### src/rtl/tx_uart_pkg.sv
// Shared types and constants for the FIFO-buffered UART transmitter.
package tx_uart_pkg;

    typedef enum logic [2:0] {
        StIdle,
        StStart,
        StData,
        StParity,
        StStop
    } tx_state_e;

    localparam logic [1:0] PAR_NONE = 2'd0;
    localparam logic [1:0] PAR_EVEN = 2'd1;
    localparam logic [1:0] PAR_ODD  = 2'd2;

    // Frame data-bit count from the 2-bit data_bits code (0 => 5 .. 3 => 8).
    function automatic logic [3:0] frame_nbits(input logic [1:0] code);
        return 4'd5 + {2'b00, code};
    endfunction

    function automatic logic parity_enabled(input logic [1:0] mode);
        return (mode == PAR_EVEN) || (mode == PAR_ODD);
    endfunction

endpackage

### src/rtl/tx_uart_sync_fifo.sv
// Synchronous FIFO with wrapping pointers and a registered occupancy count.
module tx_uart_sync_fifo #(
    parameter int unsigned DATA_W = 8,
    parameter int unsigned DEPTH  = 4
) (
    input  logic                     clk,
    input  logic                     reset,
    input  logic                     push_i,
    input  logic [DATA_W-1:0]        wdata_i,
    input  logic                     pop_i,
    output logic [DATA_W-1:0]        rdata_o,
    output logic                     full_o,
    output logic                     empty_o,
    output logic [$clog2(DEPTH):0]   level_o
);

    localparam int unsigned PTR_W = $clog2(DEPTH);
    localparam logic [PTR_W:0] FULL_LVL = (PTR_W + 1)'(DEPTH);

    logic [DATA_W-1:0] mem_q [DEPTH];
    logic [PTR_W-1:0]  wr_ptr_q, wr_ptr_d;
    logic [PTR_W-1:0]  rd_ptr_q, rd_ptr_d;
    logic [PTR_W:0]    level_q, level_d;
    logic              do_push, do_pop;

    // Full/empty come from the registered level only, so a same-cycle pop never frees a slot.
    assign full_o  = (level_q == FULL_LVL);
    assign empty_o = (level_q == '0);
    assign level_o = level_q;
    assign rdata_o = mem_q[rd_ptr_q];

    assign do_push = push_i & ~full_o;
    assign do_pop  = pop_i & ~empty_o;

    always_comb begin
        wr_ptr_d = wr_ptr_q;
        rd_ptr_d = rd_ptr_q;
        level_d  = level_q;
        if (do_push) begin
            wr_ptr_d = wr_ptr_q + PTR_W'(1);
        end
        if (do_pop) begin
            rd_ptr_d = rd_ptr_q + PTR_W'(1);
        end
        unique case ({do_push, do_pop})
            2'b10:   level_d = level_q + (PTR_W + 1)'(1);
            2'b01:   level_d = level_q - (PTR_W + 1)'(1);
            default: level_d = level_q;
        endcase
    end

    always_ff @(posedge clk) begin
        if (reset) begin
            wr_ptr_q <= '0;
            rd_ptr_q <= '0;
            level_q  <= '0;
        end else begin
            wr_ptr_q <= wr_ptr_d;
            rd_ptr_q <= rd_ptr_d;
            level_q  <= level_d;
        end
    end

    always_ff @(posedge clk) begin
        if (do_push && !reset) begin
            mem_q[wr_ptr_q] <= wdata_i;
        end
    end

endmodule

### src/rtl/tx_uart_fifo.sv
// FIFO-buffered UART transmitter with configurable frame format and back-to-back frames.
module tx_uart_fifo
    import tx_uart_pkg::*;
#(
    parameter int unsigned DATA_W     = 8,
    parameter int unsigned FIFO_DEPTH = 4,
    parameter int unsigned DIV_W      = 16
) (
    input  logic                          clk,
    input  logic                          reset,
    input  logic [DIV_W-1:0]              div,
    input  logic [1:0]                    data_bits,
    input  logic [1:0]                    parity,
    input  logic                          stop2,
    input  logic                          valid,
    input  logic [DATA_W-1:0]             tx_data,
    output logic                          ready,
    output logic                          tx_out,
    output logic                          busy,
    output logic                          empty,
    output logic [$clog2(FIFO_DEPTH):0]   level,
    output logic                          tx_done
);

    localparam int unsigned IDX_W    = $clog2(DATA_W);
    localparam logic [3:0]  MAX_BITS = 4'(DATA_W);

    logic              fifo_pop;
    logic [DATA_W-1:0] fifo_rdata;
    logic              fifo_full;
    logic              fifo_empty;

    tx_uart_sync_fifo #(
        .DATA_W (DATA_W),
        .DEPTH  (FIFO_DEPTH)
    ) u_fifo (
        .clk     (clk),
        .reset   (reset),
        .push_i  (valid),
        .wdata_i (tx_data),
        .pop_i   (fifo_pop),
        .rdata_o (fifo_rdata),
        .full_o  (fifo_full),
        .empty_o (fifo_empty),
        .level_o (level)
    );

    tx_state_e         state_q, state_d;
    logic [DIV_W-1:0]  cnt_q, cnt_d;
    logic [IDX_W-1:0]  idx_q, idx_d;
    logic [IDX_W-1:0]  last_idx_q, last_idx_d;
    logic              stop_half_q, stop_half_d;
    logic [DATA_W-1:0] data_q, data_d;
    logic [DIV_W-1:0]  div_q, div_d;
    logic [1:0]        par_q, par_d;
    logic              stop2_q, stop2_d;
    logic              tx_out_q, tx_out_d;
    logic              tx_done_q, tx_done_d;

    logic              sym_last;
    logic              start_frame;
    logic [3:0]        nbits_cfg;
    logic [DATA_W-1:0] data_masked;
    logic              par_bit;

    assign sym_last = (cnt_q == div_q - DIV_W'(1));

    always_comb begin
        nbits_cfg = frame_nbits(data_bits);
        if (nbits_cfg > MAX_BITS) begin
            nbits_cfg = MAX_BITS;
        end
    end

    always_comb begin
        for (int i = 0; i < int'(DATA_W); i++) begin
            data_masked[i] = data_q[i] & (IDX_W'(i) <= last_idx_q);
        end
        par_bit = (^data_masked) ^ (par_q == PAR_ODD);
    end

    always_comb begin
        state_d     = state_q;
        idx_d       = idx_q;
        last_idx_d  = last_idx_q;
        stop_half_d = stop_half_q;
        data_d      = data_q;
        div_d       = div_q;
        par_d       = par_q;
        stop2_d     = stop2_q;
        tx_out_d    = 1'b1;
        tx_done_d   = 1'b0;
        start_frame = 1'b0;
        fifo_pop    = 1'b0;

        unique case (state_q)
            StIdle: begin
                if (!fifo_empty) begin
                    start_frame = 1'b1;
                end
            end
            StStart: begin
                tx_out_d = 1'b0;
                if (sym_last) begin
                    state_d = StData;
                    idx_d   = '0;
                end
            end
            StData: begin
                tx_out_d = data_q[idx_q];
                if (sym_last) begin
                    if (idx_q == last_idx_q) begin
                        state_d     = parity_enabled(par_q) ? StParity : StStop;
                        stop_half_d = 1'b0;
                    end else begin
                        idx_d = idx_q + IDX_W'(1);
                    end
                end
            end
            StParity: begin
                tx_out_d = par_bit;
                if (sym_last) begin
                    state_d     = StStop;
                    stop_half_d = 1'b0;
                end
            end
            StStop: begin
                if (sym_last) begin
                    if (!stop2_q || stop_half_q) begin
                        tx_done_d = 1'b1;
                        if (!fifo_empty) begin
                            start_frame = 1'b1;
                        end else begin
                            state_d = StIdle;
                        end
                    end else begin
                        stop_half_d = 1'b1;
                    end
                end
            end
            default: state_d = StIdle;
        endcase

        // Frame setup shared by IDLE and the back-to-back path out of STOP.
        if (start_frame) begin
            fifo_pop   = 1'b1;
            state_d    = StStart;
            data_d     = fifo_rdata;
            div_d      = (div == '0) ? DIV_W'(1) : div;
            par_d      = parity;
            stop2_d    = stop2;
            last_idx_d = IDX_W'(nbits_cfg - 4'd1);
        end

        if (state_q == StIdle || sym_last) begin
            cnt_d = '0;
        end else begin
            cnt_d = cnt_q + DIV_W'(1);
        end
    end

    // tx_out and tx_done are registered, so the line trails the FSM state by one cycle.
    always_ff @(posedge clk) begin
        if (reset) begin
            state_q     <= StIdle;
            cnt_q       <= '0;
            idx_q       <= '0;
            last_idx_q  <= '0;
            stop_half_q <= 1'b0;
            data_q      <= '0;
            div_q       <= DIV_W'(1);
            par_q       <= PAR_NONE;
            stop2_q     <= 1'b0;
            tx_out_q    <= 1'b1;
            tx_done_q   <= 1'b0;
        end else begin
            state_q     <= state_d;
            cnt_q       <= cnt_d;
            idx_q       <= idx_d;
            last_idx_q  <= last_idx_d;
            stop_half_q <= stop_half_d;
            data_q      <= data_d;
            div_q       <= div_d;
            par_q       <= par_d;
            stop2_q     <= stop2_d;
            tx_out_q    <= tx_out_d;
            tx_done_q   <= tx_done_d;
        end
    end

    assign tx_out  = tx_out_q;
    assign tx_done = tx_done_q;
    assign ready   = ~fifo_full;
    assign empty   = fifo_empty;
    assign busy    = (state_q != StIdle) | ~fifo_empty;

endmodule

### config.mk
export PLATFORM = sky130hd
export DESIGN_NAME = tx_uart_fifo
export DESIGN_NICKNAME = d
export VERILOG_FILES = /design/src/rtl/tx_uart_pkg.sv /design/src/rtl/tx_uart_sync_fifo.sv /design/src/rtl/tx_uart_fifo.sv
export SDC_FILE = /design/constraint.sdc
export NUM_CORES = 1
export LEC_CHECK = 0
export ABC_CLOCK_PERIOD_IN_PS = 5200
export CAP_MARGIN = 20
export CORE_AREA = 8 8 116 144
export DETAILED_ROUTE_END_ITERATION = 10
export DIE_AREA = 0 0 124 152
export PLACE_DENSITY = 0.57
export RECOVER_POWER = 25
export SKIP_CTS_REPAIR_TIMING = 1
export SLEW_MARGIN = 15
export SYNTH_ARGS = -nofsm -noshare
export SYNTH_HDL_FRONTEND = slang
export SYNTH_SLANG_ARGS = --single-unit
export TNS_END_PERCENT = 30
### constraint.sdc
create_clock -name clk -period 5.2 [get_ports clk]
set_input_delay 1.04 -clock clk [delete_from_list [all_inputs] [get_ports clk]]
set_output_delay 1.04 -clock clk [all_outputs]
set_load 0.02 [all_outputs]
Word-level counts from Yosys, hierarchy flattened
Memories as Yosys holds them, arrays and structs flattened. A register that Yosys moved wholly into a read port is not among the register bits. Cells that the tools add are included.

Equality and inequality tests: 28. Order comparisons: 10. Bitwise gates (word level): 17. Multiplexer cells: 34. Add/sub/neg operators: 9. Reduce and logical (&&, ||, !) cells: 21.

Operator list (count): $mux W3 (12); $ne A3 B3 Y1 const B (7); $ne A2 B2 Y1 const B (10); $add A16 B1 Y16 const B (1); $eq A16 B16 Y1 (1); $logic_not A16 Y1 (1); $mux W16 (1); $reduce_and A8 Y1 (2); $sub A16 B1 Y16 const B (1); $pmux W3 S5 (1); $mux W1 (14); $le A3 B3 Y1 const A (4); $pmux W3 S2 (2); $and A1 B1 Y1 (10); $reduce_xor A8 Y1 (1); $add A3 B1 Y3 const B (2); $eq A3 B2 Y1 const B (2); $eq A3 B3 Y1 const B (2); $le A1 B3 Y1 const A (2); $le A2 B3 Y1 const A (2); $logic_not A3 Y1 (2); $pmux W1 S3 (2); $reduce_and A6 Y1 (1); $reduce_bool A3 Y1 (2); 21 further kinds (34).

Input port bits: 32. Output and inout port bits: 8. Word-level logic and storage cells: 134. Memory bits (writable): 32. Memories kept: 1. Register bits after elaboration: 54.

Memories: u_fifo.mem_q (words 4, width 8, read ports 1, clocked after Yosys merged registers in 1, write ports 1, line tx_uart_sync_fifo.sv:20) `logic [DATA_W-1:0] mem_q [DEPTH];`.

Longest topological paths before layout
Gate-level depths: netlist (run 1).

Depth in word-level cells: 9. Depth in mapped cells: 16. Depth with buffers taken out: 14.

Modules after synthesis
Synthesis (run 1) repeated with hierarchy kept, for this count alone.

Cells, all modules: 512. Area, all modules: 4953.5 µm².

By module, submodules not included: tx_uart_fifo (cells each 416, seq. area each 1101.1 µm², area each 3308.2 µm², instances 1); tx_uart_sync_fifo (cells each 96, seq. area each 1141.1 µm², area each 1645.3 µm², instances 1).

Worst setup path after synthesis (run 1)
Ideal clock, no wire load.

Kind: reg2reg. Start: register div_q[0]. End: register u_fifo.level_q[2] (netlist: u_fifo.level_o[2]). Arrival time: 3.748 ns. Slack: 1.381 ns. Setup time: 0.071 ns. Data required time: 5.129 ns. Cell stages (with the launch flop): 17. Clock period less this slack: 3.819 ns. Buffers on the path: 2. Cells stage by stage: dfxtp_1 inv_1 ha_1 buf_2 or4b_4 xnor2_1 nand3_1 a211o_1 a2111o_1 o2bb2ai_4 buf_2 ha_1 inv_1 fa_1 xor2_1 or3_1 a21oi_1.

Longest elaborated chain between the ends: 8. Elaborated cells between the ends (all ways): 10. Those cells by class: add/sub (1); eq/ne (3); mux (4); bitwise (1); reduce/logical (1).

RTL lines: start, declared (line tx_uart_fifo.sv:54) `logic [DIV_W-1:0] div_q, div_d;`; start signal, assigned (line tx_uart_fifo.sv:183) `div_q <= div_d;`; $sub A16 B1 Y16 (*) (line tx_uart_fifo.sv:66) `assign sym_last = (cnt_q == div_q - DIV_W'(1));`; $eq A16 B16 Y1 (*) (line tx_uart_fifo.sv:66); $mux W1 (*) (line tx_uart_fifo.sv:128) `if (sym_last) begin`; $pmux W1 S2 (*) (line tx_uart_fifo.sv:96) `unique case (state_q)`; $mux W1 (*) (line tx_uart_fifo.sv:145) `if (start_frame) begin`; $and A1 B1 Y1 (*) (line tx_uart_sync_fifo.sv:33) `assign do_pop = pop_i & ~empty_o;`; net u_fifo.do_pop (line tx_uart_sync_fifo.sv:24) `logic do_push, do_pop;`; $eq A2 B1 Y1 or $eq A2 B2 Y1 (tied branches) (line tx_uart_sync_fifo.sv:45) `unique case ({do_push, do_pop})`; $pmux W3 S2 or $reduce_bool A2 Y1 (tied branches); end signal, assigned (line tx_uart_sync_fifo.sv:60) `level_q <= level_d;`; end, declared (line tx_uart_sync_fifo.sv:23) `logic [PTR_W:0] level_q, level_d;`.

The timed path passes the listed nets; every way through them passes the cells marked *. A chain may end at the register's enable or synchronous reset.

Worst setup path after layout (run 1)
Start: register div_q[0]. End: register u_fifo.level_q[2] (netlist: u_fifo.level_o[2]).

Longest elaborated chain between the ends: 8. Elaborated cells between the ends (all ways): 10. Those cells by class: add/sub (1); eq/ne (3); mux (4); bitwise (1); reduce/logical (1).

RTL lines (line): $sub A16 B1 Y16 (*) (tx_uart_fifo.sv:66); $eq A16 B16 Y1 (*) (tx_uart_fifo.sv:66); $mux W1 (*) (tx_uart_fifo.sv:128); $pmux W1 S2 (*) (tx_uart_fifo.sv:96); $mux W1 (*) (tx_uart_fifo.sv:145); $and A1 B1 Y1 (*) (tx_uart_sync_fifo.sv:33); $eq A2 B1 Y1 or $eq A2 B2 Y1 (tied branches) (tx_uart_sync_fifo.sv:45); $pmux W3 S2 or $reduce_bool A2 Y1 (tied branches).

Mark *: on every way between the ends. The rest lies on a longest branch, timed or not.

==> flow_metrics.py, run 1 <==
metrics = {
    "worst_hold_path": {
        "hp-class": "flip-flop to flip-flop",
    },
    "worst_setup_path": {
        "cp_cell_sequence": "inv_1 > ha_1 > nor4b_1 > nand4_1 > a211o_1 > a2111o_1 > o2bb2ai_4 > ha_1 > inv_1 > fa_1 > xor2_1 > or3_1 > a21oi_1",
        "worstSetupEndpointType": "flip-flop",
        "required_ns": 5.49,
        "cp.arrival_ns": 4.25,
        "cp_top_family": "compound AO/OA/AOI/OAI gates",
        "cp_max_fo": 9,
        "crit_cells": 13,
        "cp_num_buf_inv": 2,
        "rr_startpoint": "div_q[0]$_SDFFE_PP1P_",
        "rrSetupSlack_ns": 1.23,
        "start_kind": "flip-flop",
        "critPathMaxStageDelay_ns": 0.64,
        "crit_type": "flip-flop to flip-flop",
        "crit_path_end": "u_fifo.level_o[2]$_SDFFE_PP0P_",
        "r2r_cells": 13,
        "startpoint": "div_q[0]$_SDFFE_PP1P_",
        "crit_slowest_cell": "nor4b_1",
        "r2r-end": "u_fifo.level_o[2]$_SDFFE_PP0P_",
    },
    "global_routing": {
        "grt_pass1_wl_um": 19700,
        "grt_max_degree": 52,
        "antenna_found_initial": 0,
        "overflow": 0,
        "grt_pass1_vias": 3832,
        "grt_usage_pct": 13.3,
    },
    "yosys": {
        "syn_inst": 501,
        "synth_area_leaders": "dfxtp_1 (25%), edfxtp_1 (20%), xnor2_1 (5.0%), mux4_2 (4.6%), nor2_1 (4.3%)",
        "netlist-cell-type-count": 61,
        "synth_top_area_share_pct": 25.2,
        "netlist_area_um2": 4930,
        "yosysMostFrequentCell": "dfxtp_1",
        "synth_common_cells": "dfxtp_1 (62), nor2_1 (56), edfxtp_1 (32)",
        "async_reset_ff_share_pct": 0,
        "synth_edf_count": 32,
        "yosysTopAreaCell": "dfxtp_1",
        "synth.yosys.seq_area_share_pct": 44.7,
        "yosys_warnings": 0,
        "synth_nets": 545,
        "avgSynthCellArea_um2": 9.83,
        "ys.flop_type": "dfxtp_1",
        "synth-seq-cells": 94,
    },
    "floorplanning": {
        "io_pins": 40,
        "core-area_um2": 14300,
        "die_w_um": 124,
        "std_cell_rows": 49,
        "initial_utilization_pct": 34.3,
        "die_h_um": 152,
        "die_area_um2": 18800,
    },
    "timing": {
        "fin_ws_ns": 1.23,
        "hold_viol": 0,
        "final.setup_skew_ns": 0.0133,
        "tightest_slew_ns": 0.822,
        "setup-tns-final_ns": 0,
        "relSlewSlack_pct": 44.5,
        "rsz0062_at_grt": "false",
        "post-route-period-util_pct": 76.3,
        "period_needed_ns": 3.97,
        "setup_viol": 0,
        "drv_slew": 0,
        "max_freq_mhz": 252,
    },
    "clocking": {
        "htree_levels": 3,
        "cts_sinks": 94,
        "clock_latency_ns": 0.35,
        "path_clk_slew_ns": 0.07,
        "cts_tree": "done",
        "cts_made_buffers": 9,
        "ctsLongestPathBuffers": 2,
        "root_buffer": "clkbuf_16",
    },
    "power": {
        "p_per_area_nw_per_um2": 560,
        "vdd_drop_max_mv": 0.237,
        "p_leak_nw": 1.95,
    },
    "final_layout": {
        "antenna_cells": 0,
        "syn_to_final_growth_pct": 16.1,
        "drive_above_1_share_pct": 6.77,
        "final_util_pct": 39.8,
        "final_area_um2": 5720,
        "filler_cell_count": 1451,
        "layout.nets": 571,
    },
    "routing": {
        "first_pass_iters": 5,
        "wl_per_cell_um": 16.7,
        "detail-route-antenna-nets": 0,
        "via_per_inst": 5.24,
        "wl_um": 11900,
        "first_iter_violations": 166,
        "vias": 3717,
        "drc": 0,
    },
    "placed_design": {
        "gp_congestion": 0.874,
        "port-buffer-count": 39,
        "dp_hpwl_um": 8780,
        "dpl_cell_area_um2": 5430,
        "pre_cts_ws_ns": 1.25,
    },
    "flow_run": {
        "cap_viol_max_count": 0,
    },
    "status": {
        "run_status": "complete, no violations",
    },
}
[sequential cells by signal (all words and copies together) (netlist names)]
| signal | count |
|---|---|
| last_idx_q | 3 |
| u_fifo.wr_ptr_q | 2 |
| stop2_q | 1 |
| tx_done | 1 |
| par_q | 2 |
| u_fifo.mem_q | 32 |
| cnt_q | 16 |
| tx_out | 1 |
| u_fifo.level_o | 3 |
| div_q | 16 |
| u_fifo.rd_ptr_q | 2 |
| idx_q | 3 |
| data_q | 8 |
| state_q | 3 |
| stop_half_q | 1 |
[through the flow]
step / hold slack (ns) / power, mW / cells
after detailed placement: 0.463 / 2.59 / 694
after global placement: 0.466 / 2.58 / 694
after floorplan: 0.444 / 2.22 / 501
final: 0.472 / 3.20 / 710
after CTS: 0.475 / 3.24 / 710
after global routing: 0.523 / 3.44 / 710
[worst min path at each step]
| stage | startpoint | end | slack, ns | cells after the start |
|---|---|---|---|---|
| CTS | stop_half_q$_SDFFE_PP0P_ | stop_half_q$_SDFFE_PP0P_ | 0.47 | 2 |
| global route | stop_half_q$_SDFFE_PP0P_ | stop_half_q$_SDFFE_PP0P_ | 0.52 | 2 |
| global placement | stop_half_q$_SDFFE_PP0P_ | stop_half_q$_SDFFE_PP0P_ | 0.47 | 2 |
| detailed placement | stop_half_q$_SDFFE_PP0P_ | stop_half_q$_SDFFE_PP0P_ | 0.46 | 2 |
| finish | stop_half_q$_SDFFE_PP0P_ | stop_half_q$_SDFFE_PP0P_ | 0.47 | 2 |
| floorplan | stop_half_q$_SDFFE_PP0P_ | stop_half_q$_SDFFE_PP0P_ | 0.44 | 2 |
[cells by family after synthesis]
family	Yosys count	synth area share, %
and+or+nand+nor	193	19.9
DFF	94	44.7
AOI/OAI and AO/OA	86	12.0
xor gates and xnor gates	51	9.07
buffers and inverters	40	3.48
muxes	25	7.62
adders and majority gates	12	3.20
[metal layers]
metal	global-route usage, %	wire [um]	up-vias
li1	-	-	1866
met5	0	0	-
met3	3.30	488	16
met2	23.1	6160	59
met1	14.7	4940	1776
met4	5.97	294	0
[cell type report]
class | count | area, um^2 | area share, %
Clock buffer | 10 | 239 | 4.18
Clock inverter | 6 | 43.8 | 0.766
Inverter | 13 | 48.8 | 0.854
Multi-Input combinational cell | 367 | 2550 | 44.6
Sequential cell | 94 | 2200 | 38.5
Tap cell | 178 | 223 | 3.90
Timing Repair Buffer | 42 | 408 | 7.14
[cells in the final DEF (no fill, tap or decap), types with 3 or more instances in the layout]
master,netlist,routed
a211oi_1,4,4
nand3b_1,4,4
clkdlybuf4s50_1,0,29
o2111ai_1,3,3
xnor2_1,28,28
or3_1,4,4
o21ai_0,28,28
clkbuf_16,0,9
o31ai_1,4,4
or4_1,3,3
and3_1,8,8
a31oi_1,3,3
inv_1,13,13
nand3_1,28,28
xor2_1,23,23
nor2_1,56,56
edfxtp_1,32,32
nand4_1,3,3
dlygate4sd3_1,0,9
buf_4,0,3
nand2b_1,18,18
dfxtp_1,62,62
mux2i_1,15,15
nor3_1,16,16
and2_1,5,5
a21oi_1,15,15
nor4_1,9,9
nand2_1,27,27
ha_1,11,11
mux4_2,10,10
[worst register-to-register path: stages, from the launching register on]
cell	delay, ns
dfxtp_1	0.36
inv_1	0.08
ha_1	0.32
nor4b_1	0.64
nand4_1	0.18
a211o_1	0.36
a2111o_1	0.54
o2bb2ai_4	0.19
ha_1	0.20
inv_1	0.06
fa_1	0.38
xor2_1	0.16
or3_1	0.30
a21oi_1	0.13
[report_power, final]
part	internal, mW	switching, mW
combinational	0.624	0.805
clock	0.340	0.295
sequential	0.912	0.228
No activity file was read; power rests on OpenSTA's default activity.
==> run 2, diff against run 1 <==
- ABC_CLOCK_PERIOD_IN_PS: 5200 -> 4100
- clock period: 5.2 -> 4.1 ns (I/O delays scaled with it)
==> run 2 against run 1 <==
- die area stayed put
- non-clock buffer count rose by 2
- worst setup slack lost 0.85 ns
- highest routed layer unchanged
- clock power rose by 26%
- core utilization grew 0.14 points
- fmax rose by 6.9%
- sequential share of layout area down 0.13 points
- combinational power is 27% higher
- critical path type unchanged
- critical path depth is 1 higher
- count of clock-buffer cells in the layout shrank 1
==> flow_metrics.py, run 2 (synthesis results as in run 1) <==
metrics = {
    "status": {
        "run_status": "complete, no violations",
    },
    "timing": {
        "relSlewSlack_pct": 41.2,
        "period_needed_ns": 3.71,
        "hold_slack_ns": 0.477,
        "setup_viol": 0,
        "drv_slew": 0,
        "hold_viol": 0,
        "rsz0062_at_grt": "false",
        "tightest_slew_ns": 0.871,
        "post-route-period-util_pct": 90.6,
        "max_freq_mhz": 269,
        "setup-tns-final_ns": 0,
        "fin_ws_ns": 0.386,
        "final.setup_skew_ns": 0.00788,
    },
    "clocking": {
        "ctsLongestPathBuffers": 2,
        "htree_levels": 3,
        "cts_sinks": 94,
        "path_clk_slew_ns": 0.07,
        "cts_made_buffers": 9,
        "cts_tree": "done",
        "root_buffer": "clkbuf_16",
        "clock_latency_ns": 0.35,
    },
    "final_layout": {
        "final_cell_mix": "dfxtp_1 (62), nor2_1 (56), edfxtp_1 (32), clkdlybuf4s50_1 (29)",
        "largest_reg_flops": 32,
        "layout_commonest_cell": "dfxtp_1",
        "final_area_um2": 5740,
        "antenna_cells": 0,
        "largestRegisters": "u_fifo.mem_q: 32 flops, cnt_q: 16 flops, div_q: 16 flops",
        "layout.nets": 573,
        "drive_above_1_share_pct": 7.30,
        "syn_to_final_growth_pct": 16.5,
        "regMostFlops": "u_fifo.mem_q",
    },
    "routing": {
        "drc": 0,
        "detail-route-antenna-nets": 0,
        "via_per_inst": 5.25,
        "wl_per_cell_um": 16.5,
        "first_pass_iters": 4,
        "first_iter_violations": 217,
        "wl_um": 11700,
        "vias": 3736,
    },
    "placed_design": {
        "port-buffer-count": 39,
        "pre_cts_ws_ns": 0.279,
        "dp_hpwl_um": 8730,
        "dpl_cell_area_um2": 5450,
        "gp_congestion": 0.861,
    },
    "worst_setup_path": {
        "rr_startpoint": "div_q[0]$_SDFFE_PP1P_",
        "start_kind": "flip-flop",
        "critPathMaxStageDelay_ns": 0.54,
        "crit_path_end": "u_fifo.level_o[2]$_SDFFE_PP0P_",
        "r2r_cells": 14,
        "r2r-end": "u_fifo.level_o[2]$_SDFFE_PP0P_",
        "worstSetupEndpointType": "flip-flop",
        "required_ns": 4.38,
        "rrSetupSlack_ns": 0.39,
        "crit_slowest_cell": "a2111o_1",
        "crit_type": "flip-flop to flip-flop",
        "startpoint": "div_q[0]$_SDFFE_PP1P_",
        "cp_max_fo": 6,
        "cp.arrival_ns": 3.99,
        "cp_cell_sequence": "inv_1 > ha_1 > or4b_4 > xnor2_1 > nand3_1 > a211o_1 > a2111o_1 > o2bb2ai_4 > ha_1 > inv_1 > fa_1 > xor2_1 > or3_1 > a21oi_1",
    },
    "flow_run": {
        "cap_viol_max_count": 0,
    },
    "global_routing": {
        "grt_max_degree": 52,
        "grt_pass1_wl_um": 19200,
        "grt_usage_pct": 13.0,
        "overflow": 0,
        "antenna_found_initial": 0,
        "grt_pass1_vias": 3776,
    },
    "power": {
        "p_leak_nw": 1.96,
        "p_per_area_nw_per_um2": 707,
        "vdd_drop_max_mv": 0.329,
        "fin_total_pwr_mw": 4.05,
    },
    "floorplanning": {
        "die_area_um2": 18800,
        "core-area_um2": 14300,
        "initial_utilization_pct": 34.3,
        "io_pins": 40,
        "std_cell_rows": 49,
        "die_h_um": 152,
        "die_w_um": 124,
    },
    "worst_hold_path": {
        "hp-class": "flip-flop to flip-flop",
    },
}
==> run 2: cell count changes in the layout (fill, tap and decap cells not counted), sizes merged <==
cell | before | now
clkinv | 4 | 2
inv | 15 | 16
clkbuf | 10 | 9
buf | 4 | 6
clkinvlp | 0 | 2
==> run 2: critical path: cells and delay by family (launching register included) <==
family | cells | cell delay, ns
AOI/OAI and AO/OA | 4 | 1.17
and+or+nand+nor | 3 | 0.90
adders and majority gates | 3 | 0.74
DFF | 1 | 0.36
xor gates and xnor gates | 2 | 0.34
buffers and inverters | 2 | 0.14
==> run 2: final cells by class <==
type,instances,area [um^2]
clock buffers,9,225
clock inverters,7,56.3
fillers,1448,8610
inverters,13,48.8
multi-input cells,367,2560
flip-flops and latches,94,2200
well taps,178,223
repair buffers,44,423
==> run 2: how the worst min path moves through the flow <==
| stage | start | endpoint | cells past startpoint |
|---|---|---|---|
| floorplan | stop_half_q$_SDFFE_PP0P_ | stop_half_q$_SDFFE_PP0P_ | 2 |
| global placement | stop_half_q$_SDFFE_PP0P_ | stop_half_q$_SDFFE_PP0P_ | 2 |
| detailed placement | stop_half_q$_SDFFE_PP0P_ | stop_half_q$_SDFFE_PP0P_ | 2 |
| CTS | stop_half_q$_SDFFE_PP0P_ | stop_half_q$_SDFFE_PP0P_ | 2 |
| global route | div_q[15]$_SDFFE_PP0P_ | div_q[15]$_SDFFE_PP0P_ | 2 |
| finish | stop_half_q$_SDFFE_PP0P_ | stop_half_q$_SDFFE_PP0P_ | 2 |
==> run 2: metal layers <==
| metal | vias to the layer above | wire length [um] | global-route usage, % |
|---|---|---|---|
| met5 | - | 0 | 0 |
| met4 | 0 | 387 | 7.33 |
| met3 | 25 | 426 | 2.56 |
| met2 | 74 | 6180 | 23.0 |
| met1 | 1770 | 4730 | 14.0 |
| li1 | 1867 | - | - |
==> run 2: where the power goes <==
part | leakage (nW) | internal, mW | switching, mW | total, mW
clock network | 0.132 | 0.419 | 0.381 | 0.800
logic | 1.03 | 0.798 | 1.01 | 1.81
registers | 0.796 | 1.16 | 0.290 | 1.45
total | 1.96 | 2.37 | 1.68 | 4.05
==> run 2: per-stage QoR <==
step                util [%]  instances
floorplan                  -        501
global placement        38.0        696
detailed placement      38.0        696
CTS                     39.9        712
global route            40.0        712
finish                  40.0        712
